==> src/rtl/acc_layer_sequencer.sv <==
// Two-layer inference sequencer: drives SRAM read addressing, collects class scores, runs argmax.
// Optional score-wait timeout is enabled by defining SEQ_TIMEOUT_EN.
module acc_layer_sequencer #(
   parameter int unsigned ADDR_W   = 7,
   parameter int unsigned L1_ROWS  = 100,
   parameter int unsigned L2A_BASE = 100,
   parameter int unsigned L2B_BASE = 110,
   parameter int unsigned N_CLASS  = 10,
   parameter int unsigned SCORE_W  = 16,
   parameter int unsigned TIMEOUT  = 64
) (
   input  logic                      clk,
   input  logic                      rst,
   input  logic                      start,
   input  logic                      split,
   output logic                      weight_we,
   output logic [ADDR_W-1:0]         weight_addr,
   output logic                      input_we,
   output logic [ADDR_W-1:0]         input_addr,
   output logic                      mac_clr,
   output logic                      mac_en,
   output logic                      layer_sel,
   output logic                      lane_sel,
   input  logic                      score_vld,
   input  logic signed [SCORE_W-1:0] score,
   output logic                      busy,
   output logic                      valid,
   output logic [3:0]                inference_result,
   output logic [3:0]                result_b,
   output logic                      err
);

   localparam int unsigned CNT_W = $clog2(L1_ROWS + 1);
   localparam int unsigned SC_W  = $clog2(N_CLASS + 1);

   // The timeout compare fires one cycle early so DONE lands exactly TIMEOUT cycles after a score.
   if (TIMEOUT < 2) begin : g_timeout_chk
      $error("TIMEOUT must be at least 2");
   end

   typedef enum logic [2:0] {StIdle, StL1, StL2, StWait, StDone} state_e;

   state_e                     state_q, state_d;
   logic [CNT_W-1:0]           cnt_q, cnt_d;
   logic                       split_q, split_d;
   logic                       lane_q, lane_d;
   logic [ADDR_W-1:0]          waddr_q, waddr_d;
   logic [ADDR_W-1:0]          iaddr_q, iaddr_d;
   logic                       mac_clr_q, mac_clr_d;
   logic                       mac_en_q, mac_en_d;
   logic                       layer_sel_q, layer_sel_d;
   logic                       lane_sel_q, lane_sel_d;
   logic [SC_W-1:0]            score_cnt_q, score_cnt_d;
   logic signed [SCORE_W-1:0]  max_q, max_d;
   logic [3:0]                 res_a_q, res_a_d;
   logic [3:0]                 res_b_q, res_b_d;

   logic accept, issue, l1_last, l2_last, score_take, scores_done, timeout_hit, enter_l2;
   logic [ADDR_W-1:0] l2_base;

   assign accept      = (state_q == StIdle) && start;
   assign issue       = (state_q == StL1) || ((state_q == StL2) && (cnt_q != '0));
   assign l1_last     = (state_q == StL1) && (cnt_q == CNT_W'(L1_ROWS - 1));
   assign l2_last     = (state_q == StL2) && (cnt_q == CNT_W'(N_CLASS));
   assign scores_done = (score_cnt_q == SC_W'(N_CLASS));
   assign score_take  = score_vld && ((state_q == StL2) || (state_q == StWait)) && !scores_done;
   assign l2_base     = lane_q ? ADDR_W'(L2B_BASE) : ADDR_W'(L2A_BASE);

`ifdef SEQ_TIMEOUT_EN
   localparam int unsigned TMO_W = $clog2(TIMEOUT + 1);

   logic [TMO_W-1:0] tmo_q, tmo_d;
   logic             err_q, err_d;

   assign timeout_hit = (state_q == StWait) && !scores_done && !score_vld &&
                        (tmo_q == TMO_W'(TIMEOUT - 2));

   always_comb begin
      tmo_d = tmo_q;
      err_d = err_q;
      if (score_vld || ((state_d == StWait) && (state_q != StWait))) begin
         tmo_d = '0;
      end else if (state_q == StWait) begin
         tmo_d = tmo_q + 1'b1;
      end
      if (accept) begin
         err_d = 1'b0;
      end else if (timeout_hit) begin
         err_d = 1'b1;
      end
   end

   always_ff @(posedge clk) begin
      if (rst) begin
         tmo_q <= '0;
         err_q <= 1'b0;
      end else begin
         tmo_q <= tmo_d;
         err_q <= err_d;
      end
   end

   assign err = err_q;
`else
   assign timeout_hit = 1'b0;
   assign err         = 1'b0;
`endif

   // FSM state register
   always_ff @(posedge clk) begin
      if (rst) begin
         state_q <= StIdle;
      end else begin
         state_q <= state_d;
      end
   end

   // FSM next state
   always_comb begin
      state_d = state_q;
      unique case (state_q)
         StIdle: if (accept) state_d = StL1;
         StL1:   if (l1_last) state_d = StL2;
         StL2:   if (l2_last) state_d = StWait;
         StWait: begin
            if (scores_done) begin
               state_d = (split_q && !lane_q) ? StL2 : StDone;
            end else if (timeout_hit) begin
               state_d = StDone;
            end
         end
         StDone:  state_d = StIdle;
         default: state_d = StIdle;
      endcase
   end

   // FSM outputs
   always_comb begin
      busy  = (state_q == StL1) || (state_q == StL2) || (state_q == StWait);
      valid = (state_q == StDone);
   end

   assign enter_l2 = (state_d == StL2) && (state_q != StL2);

   always_comb begin
      cnt_d       = '0;
      split_d     = accept ? split : split_q;
      lane_d      = lane_q;
      waddr_d     = waddr_q;
      iaddr_d     = iaddr_q;
      mac_clr_d   = accept || enter_l2;
      mac_en_d    = issue;
      layer_sel_d = issue && (state_q == StL2);
      lane_sel_d  = issue && lane_q;
      score_cnt_d = score_cnt_q;
      max_d       = max_q;
      res_a_d     = res_a_q;
      res_b_d     = res_b_q;

      if (accept) begin
         lane_d  = 1'b0;
         waddr_d = '0;
         iaddr_d = '0;
         res_a_d = '0;
         res_b_d = '0;
      end

      if (state_q == StL1 && !l1_last) begin
         cnt_d   = cnt_q + 1'b1;
         waddr_d = ADDR_W'(cnt_q) + 1'b1;
         iaddr_d = ADDR_W'(cnt_q) + 1'b1;
      end

      // cnt 0 is the clear cycle; cnt j issues base + j - 1, input address held from layer 1
      if (state_q == StL2 && !l2_last) begin
         cnt_d   = cnt_q + 1'b1;
         waddr_d = (cnt_q == '0) ? l2_base : waddr_q + 1'b1;
      end

      if (state_q == StWait && scores_done && split_q && !lane_q) begin
         lane_d = 1'b1;
      end

      if (accept || enter_l2) begin
         score_cnt_d = '0;
      end else if (score_take) begin
         score_cnt_d = score_cnt_q + 1'b1;
         // Strictly-greater keeps the lowest index on ties
         if (score_cnt_q == '0 || score > max_q) begin
            max_d = score;
            if (lane_q) begin
               res_b_d = 4'(score_cnt_q);
            end else begin
               res_a_d = 4'(score_cnt_q);
            end
         end
      end
   end

   always_ff @(posedge clk) begin
      if (rst) begin
         cnt_q       <= '0;
         split_q     <= 1'b0;
         lane_q      <= 1'b0;
         waddr_q     <= '0;
         iaddr_q     <= '0;
         mac_clr_q   <= 1'b0;
         mac_en_q    <= 1'b0;
         layer_sel_q <= 1'b0;
         lane_sel_q  <= 1'b0;
         score_cnt_q <= '0;
         max_q       <= '0;
         res_a_q     <= '0;
         res_b_q     <= '0;
      end else begin
         cnt_q       <= cnt_d;
         split_q     <= split_d;
         lane_q      <= lane_d;
         waddr_q     <= waddr_d;
         iaddr_q     <= iaddr_d;
         mac_clr_q   <= mac_clr_d;
         mac_en_q    <= mac_en_d;
         layer_sel_q <= layer_sel_d;
         lane_sel_q  <= lane_sel_d;
         score_cnt_q <= score_cnt_d;
         max_q       <= max_d;
         res_a_q     <= res_a_d;
         res_b_q     <= res_b_d;
      end
   end

   assign weight_we        = 1'b0;
   assign input_we         = 1'b0;
   assign weight_addr      = waddr_q;
   assign input_addr       = iaddr_q;
   assign mac_clr          = mac_clr_q;
   assign mac_en           = mac_en_q;
   assign layer_sel        = layer_sel_q;
   assign lane_sel         = lane_sel_q;
   assign inference_result = res_a_q;
   assign result_b         = res_b_q;

endmodule
==> config.mk <==
export PLATFORM = sky130hd
export DESIGN_NAME = acc_layer_sequencer
export DESIGN_NICKNAME = d
export VERILOG_FILES = /design/src/rtl/acc_layer_sequencer.sv
export SDC_FILE = /design/constraint.sdc
export NUM_CORES = 1
export LEC_CHECK = 0
export CAP_MARGIN = 20
export CORE_ASPECT_RATIO = 0.6
export CORE_UTILIZATION = 35
export CTS_CLUSTER_SIZE = 14
export DETAILED_ROUTE_END_ITERATION = 6
export DONT_BUFFER_PORTS = 1
export PLACE_DENSITY_LB_ADDON = 0.1
export SYNTH_ARGS = -nofsm -noshare
export SYNTH_HDL_FRONTEND = slang
export SYNTH_SLANG_ARGS = --single-unit
export TNS_END_PERCENT = 100
==> constraint.sdc <==
create_clock -name clk -period 3.9 [get_ports clk]
set_input_delay 0.39 -clock clk [delete_from_list [all_inputs] [get_ports clk]]
set_output_delay 0.39 -clock clk [all_outputs]
set_load 0.05 [all_outputs]
==> results of run 1 <==
## area by class of cell
class / instances / area [um2]
clock buffers: 13 / 280.3
clock inverters: 2 / 10.01
fillers: 823 / 4741
inverters: 26 / 97.59
multi-input cells: 254 / 1694
flip-flops and latches: 58 / 1161
well taps: 108 / 135.1
repair buffers: 6 / 45.04
## metal layers
metal	part of all wire (%)	track usage [%]	vias to the layer above
li1	-	-	1271
met1	54	27.56	1142
met2	36	23.78	74
met3	9.4	8.129	5
met4	0.54	5.014	0
met5	0	0	-
## worst max path at each step
stage                   start  cells after the start          end
floorplan           score[15]                      9  result_b[3]
CTS                 max_q[15]                      9  result_b[3]
finish              max_q[15]                      9  result_b[3]
detailed placement  score[15]                      8  result_b[3]
global placement    score[15]                      8  result_b[3]
global route        max_q[15]                      9  result_b[3]
## registers in the layout, summed over array words and instances (netlist names)
signal / count
max_q: 16
mac_en: 1
lane_q: 1
lane_sel: 1
state_q: 3
cnt_q: 7
layer_sel: 1
input_addr: 7
score_cnt_q: 4
mac_clr: 1
inference_result: 4
weight_addr: 7
result_b: 4
split_q: 1
## worst reg2reg max path, cell delays in order, from the launching register on
cell	delay, ps
dfxtp_1	320
inv_1	40
ha_1	330
nand4_2	190
or3_1	440
nand4b_1	110
nor3_1	50
buf_4	210
or3_1	460
a32o_1	300
## cells in the final DEF, fill, tap and decap left out, types with 4 or more instances in the layout
cell       Yosys  final
a211oi_1       6      6
a21oi_1       38     38
a32o_1         5      5
and2_1         5      5
and3_1         5      5
buf_4          3      6
clkbuf_16      0      9
clkbuf_8       0      4
dfxtp_1       58     58
ha_1          23     23
inv_1         26     26
mux2i_1        7      7
nand2_1       14     14
nand2b_1       5      5
nand3_1        8      8
nand4_1        5      5
nor2_1        31     31
nor3_1         9      9
o211ai_1      16     16
o21ai_0       19     19
or2_2          4      4
or3_1          8      8
xnor2_1        4      4
xor2_1         5      5
## logic make-up after synthesis
family                     count (synthesis)  share of synthesized area, %
and+or+nand+nor                          111                         19.93
AOI/OAI and AO/OA                        101                         20.92
DFF                                       58                         38.06
buffers and inverters                     48                         6.644
adders and majority gates                 23                         9.434
xor gates and xnor gates                   9                         2.584
muxes                                      7                         2.297
other                                      1                        0.1229
## power by group through the flow
stage / clock network [W] / registers, W / logic (W)
after global placement: 0 / 0.000643 / 0.0000824
after detailed placement: 0 / 0.000643 / 0.0000833
after global routing: 0.000802 / 0.000632 / 0.0000942
after CTS: 0.000781 / 0.000631 / 0.0000838
final: 0.000757 / 0.000631 / 0.0000839
after floorplan: 0 / 0.000641 / 0.0000719
## stage by stage
step / instances / hold slack, ps / worst slack (ps)
detailed placement: 452 / 460.9 / 1324
floorplan: 360 / 441.2 / 1529
CTS: 467 / 122.2 / 1341
finish: 467 / 139.8 / 1330
global route: 467 / 120.2 / 1150
global placement: 452 / 456.7 / 1414
==> flow_metrics.py, run 1 <==
metrics = {
    "outcome": {
        "outcome": "completed",
    },
    "global_routing": {
        "grt_overflow": 0,
        "first_global_vias": 2370,
        "grt_pass1_wl_mm": 12.78,
        "antenna_found_initial": 0,
        "grt_max_degree": 44,
        "grt_usage_pct": 18.67,
    },
    "critical_path": {
        "crit_path_cell_trace": "inv_1 -> ha_1 -> nand4_2 -> or3_1 -> nand4b_1 -> nor3_1 -> buf_4 -> or3_1 -> a32o_1",
        "critPathKind": "reg2reg",
        "cp-end-kind": "register",
        "reg2reg_from": "max_q[15]",
        "required_ps": 4110,
        "crit_family": "simple AND/OR/NAND/NOR gates",
        "cpMostUsedCell": "or3_1",
        "r2r_slack_ps": 1330,
        "crit_buf_inv": 2,
        "start_kind": "register",
        "reg2reg_depth": 9,
        "rr_endpoint": "result_b[3]",
        "crit_arrival_ps": 2780,
        "cp_slowest_cell": "or3_1",
        "cpPeakStageDelay_ps": 460,
        "path_max_fanout": 20,
    },
    "detailed_routing": {
        "drcViolationCount": 0,
        "wl_per_cell_um": 16.99,
        "firstDrtPassIters": 4,
        "avgViaCountPerCell": 5.336,
        "antenna_left": 0,
        "drtIter0Drc": 176,
        "finalWirelength_mm": 7.933,
        "dr_total_vias": 2492,
    },
    "timing": {
        "slew_viol_final": 0,
        "finalHoldViolations": 0,
        "fmaxAchievable_ghz": 0.3891,
        "setup_viol": 0,
        "fin_crit_sh_pct": 65.91,
        "tns_ps": 0,
        "finClkSkew_ps": 5.133,
        "min_period_ps": 2570,
        "slew_headroom_pct": 41.89,
        "tightestPinTransition_ps": 868.4,
        "rsz0062_at_grt": "false",
    },
    "yosys": {
        "seq_area_frac_synth_pct": 38.06,
        "yosys.area.top_type_share_pct": 38.06,
        "ys.flop_type": "dfxtp_1",
        "yosys.area.top_type": "dfxtp_1",
        "synth_common_cells": "dfxtp_1 (58), a21oi_1 (38), nor2_1 (31), inv_1 (26), ha_1 (23)",
        "syn_inst": 358,
        "yosysWarnings": 0,
        "synth-seq-cells": 58,
        "synth-edff-count": 0,
        "netlist_area_um2": 3050,
        "synth_area_per_cell_um2": 8.521,
        "synth_area_leaders": "dfxtp_1 (38%), ha_1 (9.4%), a21oi_1 (6.2%)",
        "synthArstFlopShare_pct": 0,
        "synth.most_common_cell": "dfxtp_1",
        "synth_cell_types": 51,
    },
    "floorplanning": {
        "num_rows": 25,
        "die_y_um": 74.32,
        "dieWidth_um": 122.5,
        "dieArea_um2": 9105,
        "io_pins": 52,
        "core_area_um2": 8164,
        "initial_core_util_pct": 37.36,
    },
    "power": {
        "p_leak_nw": 1.245,
        "p_switching_w": 0.0003496,
        "intPower_w": 0.001122,
        "p_comb_share_pct": 5.7,
        "power.total_w": 0.001472,
        "p_clk_share_pct": 51.4,
        "peakVddDrop_uv": 229.5,
        "power.share.sequential_pct": 42.9,
        "sw_frac_of_total_pct": 23.75,
        "power.density_nw_per_um2": 430.0,
    },
    "worst_hold_path": {
        "hp-start": "rst",
        "hold_class": "in2reg",
        "whs_path_depth": 1,
        "hold_end": "mac_clr",
    },
    "clocking": {
        "cts_resized": 0,
        "numCtsBuffers": 9,
        "clkTransAtPathRegs_ps": 50,
        "cts_root_buf": "clkbuf_16",
        "worstSkewPairLatency_ps": 320,
        "clk_path_buf_depth": 2,
        "cts_sinks": 58,
        "htreeDepth": 3,
        "post-cts-setup-buffers": 0,
        "cts_tree": "yes",
        "cts_hold_buf": 0,
    },
    "layout": {
        "drive_above_1_share_pct": 8.078,
        "fin_nets": 399,
        "synthToLayoutAreaGrowth_pct": 12.22,
        "antenna_cells": 0,
        "finish.utilization_pct": 41.93,
        "finish.instance_area_um2": 3423,
    },
    "place": {
        "hpwlAfterDp_mm": 5.764,
        "gp_congestion": 0.8164,
        "place_area_um2": 3133,
        "port_buffers": 0,
    },
    "job": {
        "drv_cap": 0,
    },
}
(Power assumes the default switching activity.)
==> run 2, diff against run 1 <==
clock period = 2.5 ns   (was 3.9 ns; I/O delays follow)
==> flow_metrics.py, run 2 (synthesis gave the netlist of run 1 again) <==
metrics = {
    "outcome": {
        "outcome": "completed",
    },
    "floorplanning": {
        "io_pins": 52,
        "num_rows": 25,
        "dieWidth_um": 122.5,
        "core_area_um2": 8164,
        "die_y_um": 74.32,
        "dieArea_um2": 9105,
        "initial_core_util_pct": 37.36,
    },
    "global_routing": {
        "grt_usage_pct": 19.57,
        "antenna_found_initial": 0,
        "grt_overflow": 0,
        "grt_pass1_wl_mm": 12.97,
        "first_global_vias": 2334,
        "grt_max_degree": 24,
    },
    "layout": {
        "mostFrequentLayoutCell": "dfxtp_1",
        "finish.utilization_pct": 43.23,
        "multi_input_area_um2": 1694,
        "drive_above_1_share_pct": 9.677,
        "seq_area_um2": 1161,
        "synthToLayoutAreaGrowth_pct": 15.71,
        "finish.instance_area_um2": 3530,
        "fillers": 838,
        "largest_reg_flops": 16,
        "fin_nets": 412,
        "top_register": "max_q",
        "layout_common_cells": "dfxtp_1 (58), a21oi_1 (38), nor2_1 (31), inv_1 (26), ha_1 (23)",
    },
    "clocking": {
        "cts_tree": "yes",
        "cts_root_buf": "clkbuf_16",
        "clkTransAtPathRegs_ps": 50,
        "cts_sinks": 58,
        "worstSkewPairLatency_ps": 320,
        "post-cts-setup-buffers": 0,
        "numCtsBuffers": 9,
        "clk_path_buf_depth": 2,
        "htreeDepth": 3,
    },
    "timing": {
        "rsz0062_at_grt": "false",
        "setup_viol": 0,
        "slew_headroom_pct": 29.27,
        "min_period_ps": 2299,
        "fmaxAchievable_ghz": 0.4349,
        "fin_crit_sh_pct": 91.97,
        "finClkSkew_ps": 7.596,
        "setup_ws_ps": 200.8,
        "finalHoldViolations": 0,
        "tightestPinTransition_ps": 1057,
        "slew_viol_final": 0,
        "tns_ps": 0,
    },
    "place": {
        "pre_cts_ws_ps": 213.3,
        "hpwlAfterDp_mm": 5.795,
        "gp_congestion": 0.7980,
        "port_buffers": 0,
        "place_area_um2": 3201,
    },
    "critical_path": {
        "start_kind": "register",
        "cp-end-kind": "register",
        "required_ps": 2700,
        "crit_arrival_ps": 2500,
        "path_max_fanout": 5,
        "critPathKind": "reg2reg",
    },
    "detailed_routing": {
        "firstDrtPassIters": 4,
        "antenna_left": 0,
        "avgViaCountPerCell": 5.335,
        "wl_per_cell_um": 17.13,
        "drtIter0Drc": 127,
        "finalWirelength_mm": 8.238,
        "dr_total_vias": 2566,
        "drcViolationCount": 0,
    },
    "power": {
        "power.density_nw_per_um2": 659.1,
        "p_leak_nw": 1.301,
        "peakVddDrop_uv": 356.6,
    },
    "job": {
        "drv_cap": 0,
    },
    "worst_hold_path": {
        "hold_class": "in2reg",
    },
}
[run 2: cell types whose count changed in the layout (fill, tap and decap cells not counted), sizes merged]
cell         before  now
clkbuf           13   12
diode             0    1
bufinv            0    1
dlygate4sd3       0    4
buf               6   15
[run 2: area by class of cell]
type	count	area share [%]
Timing Repair Buffer	19	4.325
Antenna cell	1	0.07090
Multi-Input combinational cell	254	48.00
Clock inverter	3	1.134
Clock buffer	12	6.983
Inverter	26	2.765
Sequential cell	58	32.90
Tap cell	108	3.828
[run 2: power breakdown]
| group | internal [W] | leakage (nW) | switching (W) | total [W] |
|---|---|---|---|---|
| clock | 0.000788 | 0.142 | 0.000395 | 0.00118 |
| sequential | 0.000939 | 0.469 | 0.0000328 | 0.000972 |
| combinational | 0.0000556 | 0.689 | 0.000116 | 0.000171 |
| total | 0.00178 | 1.30 | 0.000544 | 0.00233 |
[run 2: critical path, stage by stage (launching register included)]
cell and delay [ps]:
dfxtp_1 310, inv_1 40, ha_1 320, nand4_2 190, or3_1 440, nand4b_1 110, nor3_1 80, or3_1 410
buf_4 160, mux2i_1 110
[run 2: routing by layer]
metal,GRT usage (%),routed length [um]
met2,22.91,2912
met4,6.233,93
met1,31.19,4628
met5,0,0
met3,6.825,604
[run 2: through the flow]
| step | power, W | std cells | hold slack (ps) |
|---|---|---|---|
| 6_report | 0.002326 | 481 | 13.07 |
| 4_1_cts | 0.002355 | 479 | 0.4775 |
| 2_1_floorplan | 0.001112 | 360 | 393.9 |
| 3_5_place_dp | 0.001145 | 461 | 330.7 |
| 3_3_place_gp | 0.001145 | 461 | 327.5 |
| 5_1_grt | 0.002417 | 480 | 1.332 |
[run 2: timing repair]
action                                  CTS  global route
gates resized for setup                   0             0
endpoints found under the setup margin    0             0
hold buffers                              3             1
hold endpoints to repair                 23             1
[run 2: final timing paths]
kind	slack, ps	startpoint	cells after the start	to
max	200	max_q[15]	9	result_b[0]
min	10	rst	1	weight_addr[4]
max reg2reg	200	max_q[15]	9	result_b[0]
min reg2reg	470	max_q[11]	2	max_q[11]
==> run 3, diff against run 2 <==
CTS_BUF_LIST = sky130_fd_sc_hd__clkbuf_2 sky130_fd_sc_hd__clkbuf_4 sky130_fd_sc_hd__clkbuf_8   (was default)
==> flow_metrics.py, run 3 (synthesis gave the netlist of run 1 again) <==
metrics = {
    "timing": {
        "slew_headroom_pct": 58.09,
        "slew_viol_final": 0,
        "min_period_ps": 2304,
        "setup_ws_ps": 195.6,
        "finalHoldViolations": 0,
        "rsz0062_at_grt": "false",
        "fmaxAchievable_ghz": 0.4340,
        "finClkSkew_ps": 9.611,
        "setup_viol": 0,
        "tightestPinTransition_ps": 627.8,
        "fin_crit_sh_pct": 92.17,
        "tns_ps": 0,
    },
    "layout": {
        "synthToLayoutAreaGrowth_pct": 11.89,
        "fin_cells": 477,
        "layout_common_cells": "dfxtp_1 (58), a21oi_1 (38), nor2_1 (31), inv_1 (26), ha_1 (23)",
        "fin_nets": 409,
        "drive_above_1_share_pct": 10.57,
        "fillers": 850,
        "mostFrequentLayoutCell": "dfxtp_1",
        "antenna_cells": 0,
        "finish.utilization_pct": 41.81,
        "top_register": "max_q",
        "largest_reg_flops": 16,
    },
    "clocking": {
        "htreeDepth": 3,
        "clkTransAtPathRegs_ps": 70,
        "clk_path_buf_depth": 2,
        "cts_root_buf": "clkbuf_8",
        "cts_tree": "yes",
        "worstSkewPairLatency_ps": 350,
        "cts_sinks": 58,
        "numCtsBuffers": 9,
        "cts_resized": 0,
    },
    "floorplanning": {
        "dieWidth_um": 122.5,
        "core_area_um2": 8164,
        "num_rows": 25,
        "io_pins": 52,
        "dieArea_um2": 9105,
        "initial_core_util_pct": 37.36,
        "die_y_um": 74.32,
    },
    "global_routing": {
        "grt_overflow": 0,
        "grt_usage_pct": 19.35,
        "grt_max_degree": 37,
        "antenna_found_initial": 0,
        "first_global_vias": 2304,
        "grt_pass1_wl_mm": 12.72,
    },
    "critical_path": {
        "start_kind": "register",
        "crit_arrival_ps": 2540,
        "cp-end-kind": "register",
        "required_ps": 2740,
        "cp-endpoint": "result_b[0]",
        "critPathLaunch": "max_q[15]",
        "rr_endpoint": "result_b[0]",
        "reg2reg_from": "max_q[15]",
        "path_max_fanout": 5,
        "r2r_slack_ps": 200,
        "reg2reg_depth": 9,
        "critPathKind": "reg2reg",
    },
    "worst_hold_path": {
        "hold_class": "in2reg",
        "whs_path_depth": 2,
    },
    "detailed_routing": {
        "finalWirelength_mm": 8.103,
        "drtIter0Drc": 179,
        "wl_per_cell_um": 16.99,
        "avgViaCountPerCell": 5.294,
        "antenna_left": 0,
        "firstDrtPassIters": 4,
        "drcViolationCount": 0,
        "dr_total_vias": 2525,
    },
    "job": {
        "drv_cap": 0,
    },
    "power": {
        "p_leak_nw": 1.254,
        "power.density_nw_per_um2": 589.6,
        "peakVddDrop_uv": 299.6,
        "power.total_w": 0.002013,
    },
    "place": {
        "gp_congestion": 0.7980,
        "port_buffers": 0,
        "dpl.cell_count": 461,
        "pre_cts_ws_ps": 213.3,
        "hpwlAfterDp_mm": 5.795,
    },
    "outcome": {
        "outcome": "completed",
    },
}
==> run 3: per-stage QoR <==
step / hold WS, ps / cell area (um2)
floorplan: 393.9 / 3058
global placement: 327.5 / 3201
detailed placement: 330.7 / 3201
CTS: 35.29 / 3413
global route: 39.23 / 3413
finish: 55.20 / 3413
==> run 3: critical path, cell delays in order, from the launching register on <==
cell and delay (ps):
dfxtp_1 320, inv_1 40, ha_1 320, nand4_2 190, or3_1 440, nand4b_1 110
nor3_1 80, or3_1 410, buf_4 160, mux2i_1 110
==> run 3: worst min path at each step <==
stage                     slack (ps)  endpoint  start
after global placement           330  max_q[0]    rst
after floorplan                  390   split_q  split
after detailed placement         330  max_q[0]    rst
final                             60   split_q  split
after CTS                         40   split_q  split
after global routing              40   split_q  split
==> run 3: what timing repair did <==
item	4_1_cts	5_1_grt
setup endpoints to repair	0	0
hold buffers	1	0
buffers inserted	0	0
endpoints found under the hold margin	36	0
==> run 3: power breakdown <==
part | internal [W] | leakage [nW] | switching, W
Sequential | 0.000937 | 0.469 | 0.0000329
Combinational | 0.0000547 | 0.682 | 0.000115
Clock | 0.000501 | 0.103 | 0.000372
==> run 3: layer usage <==
metal  vias to the layer above  routed length, um  GRT usage, %
met5                         -                  0             0
met4                         0                 78         7.182
met3                        10                692         8.052
met2                        71               2743         22.10
met1                      1156               4588         30.10
li1                       1288                  -             -
==> run 3: layout make-up <==
type,count,area (um2),area share [%]
Multi-Input combinational cell,254,1694,49.63
Sequential cell,58,1161,34.02
Clock buffer,12,152.6,4.472
Tap cell,108,135.1,3.959
Timing Repair Buffer,16,132.6,3.886
Inverter,26,97.59,2.859
Clock inverter,3,40.04,1.173
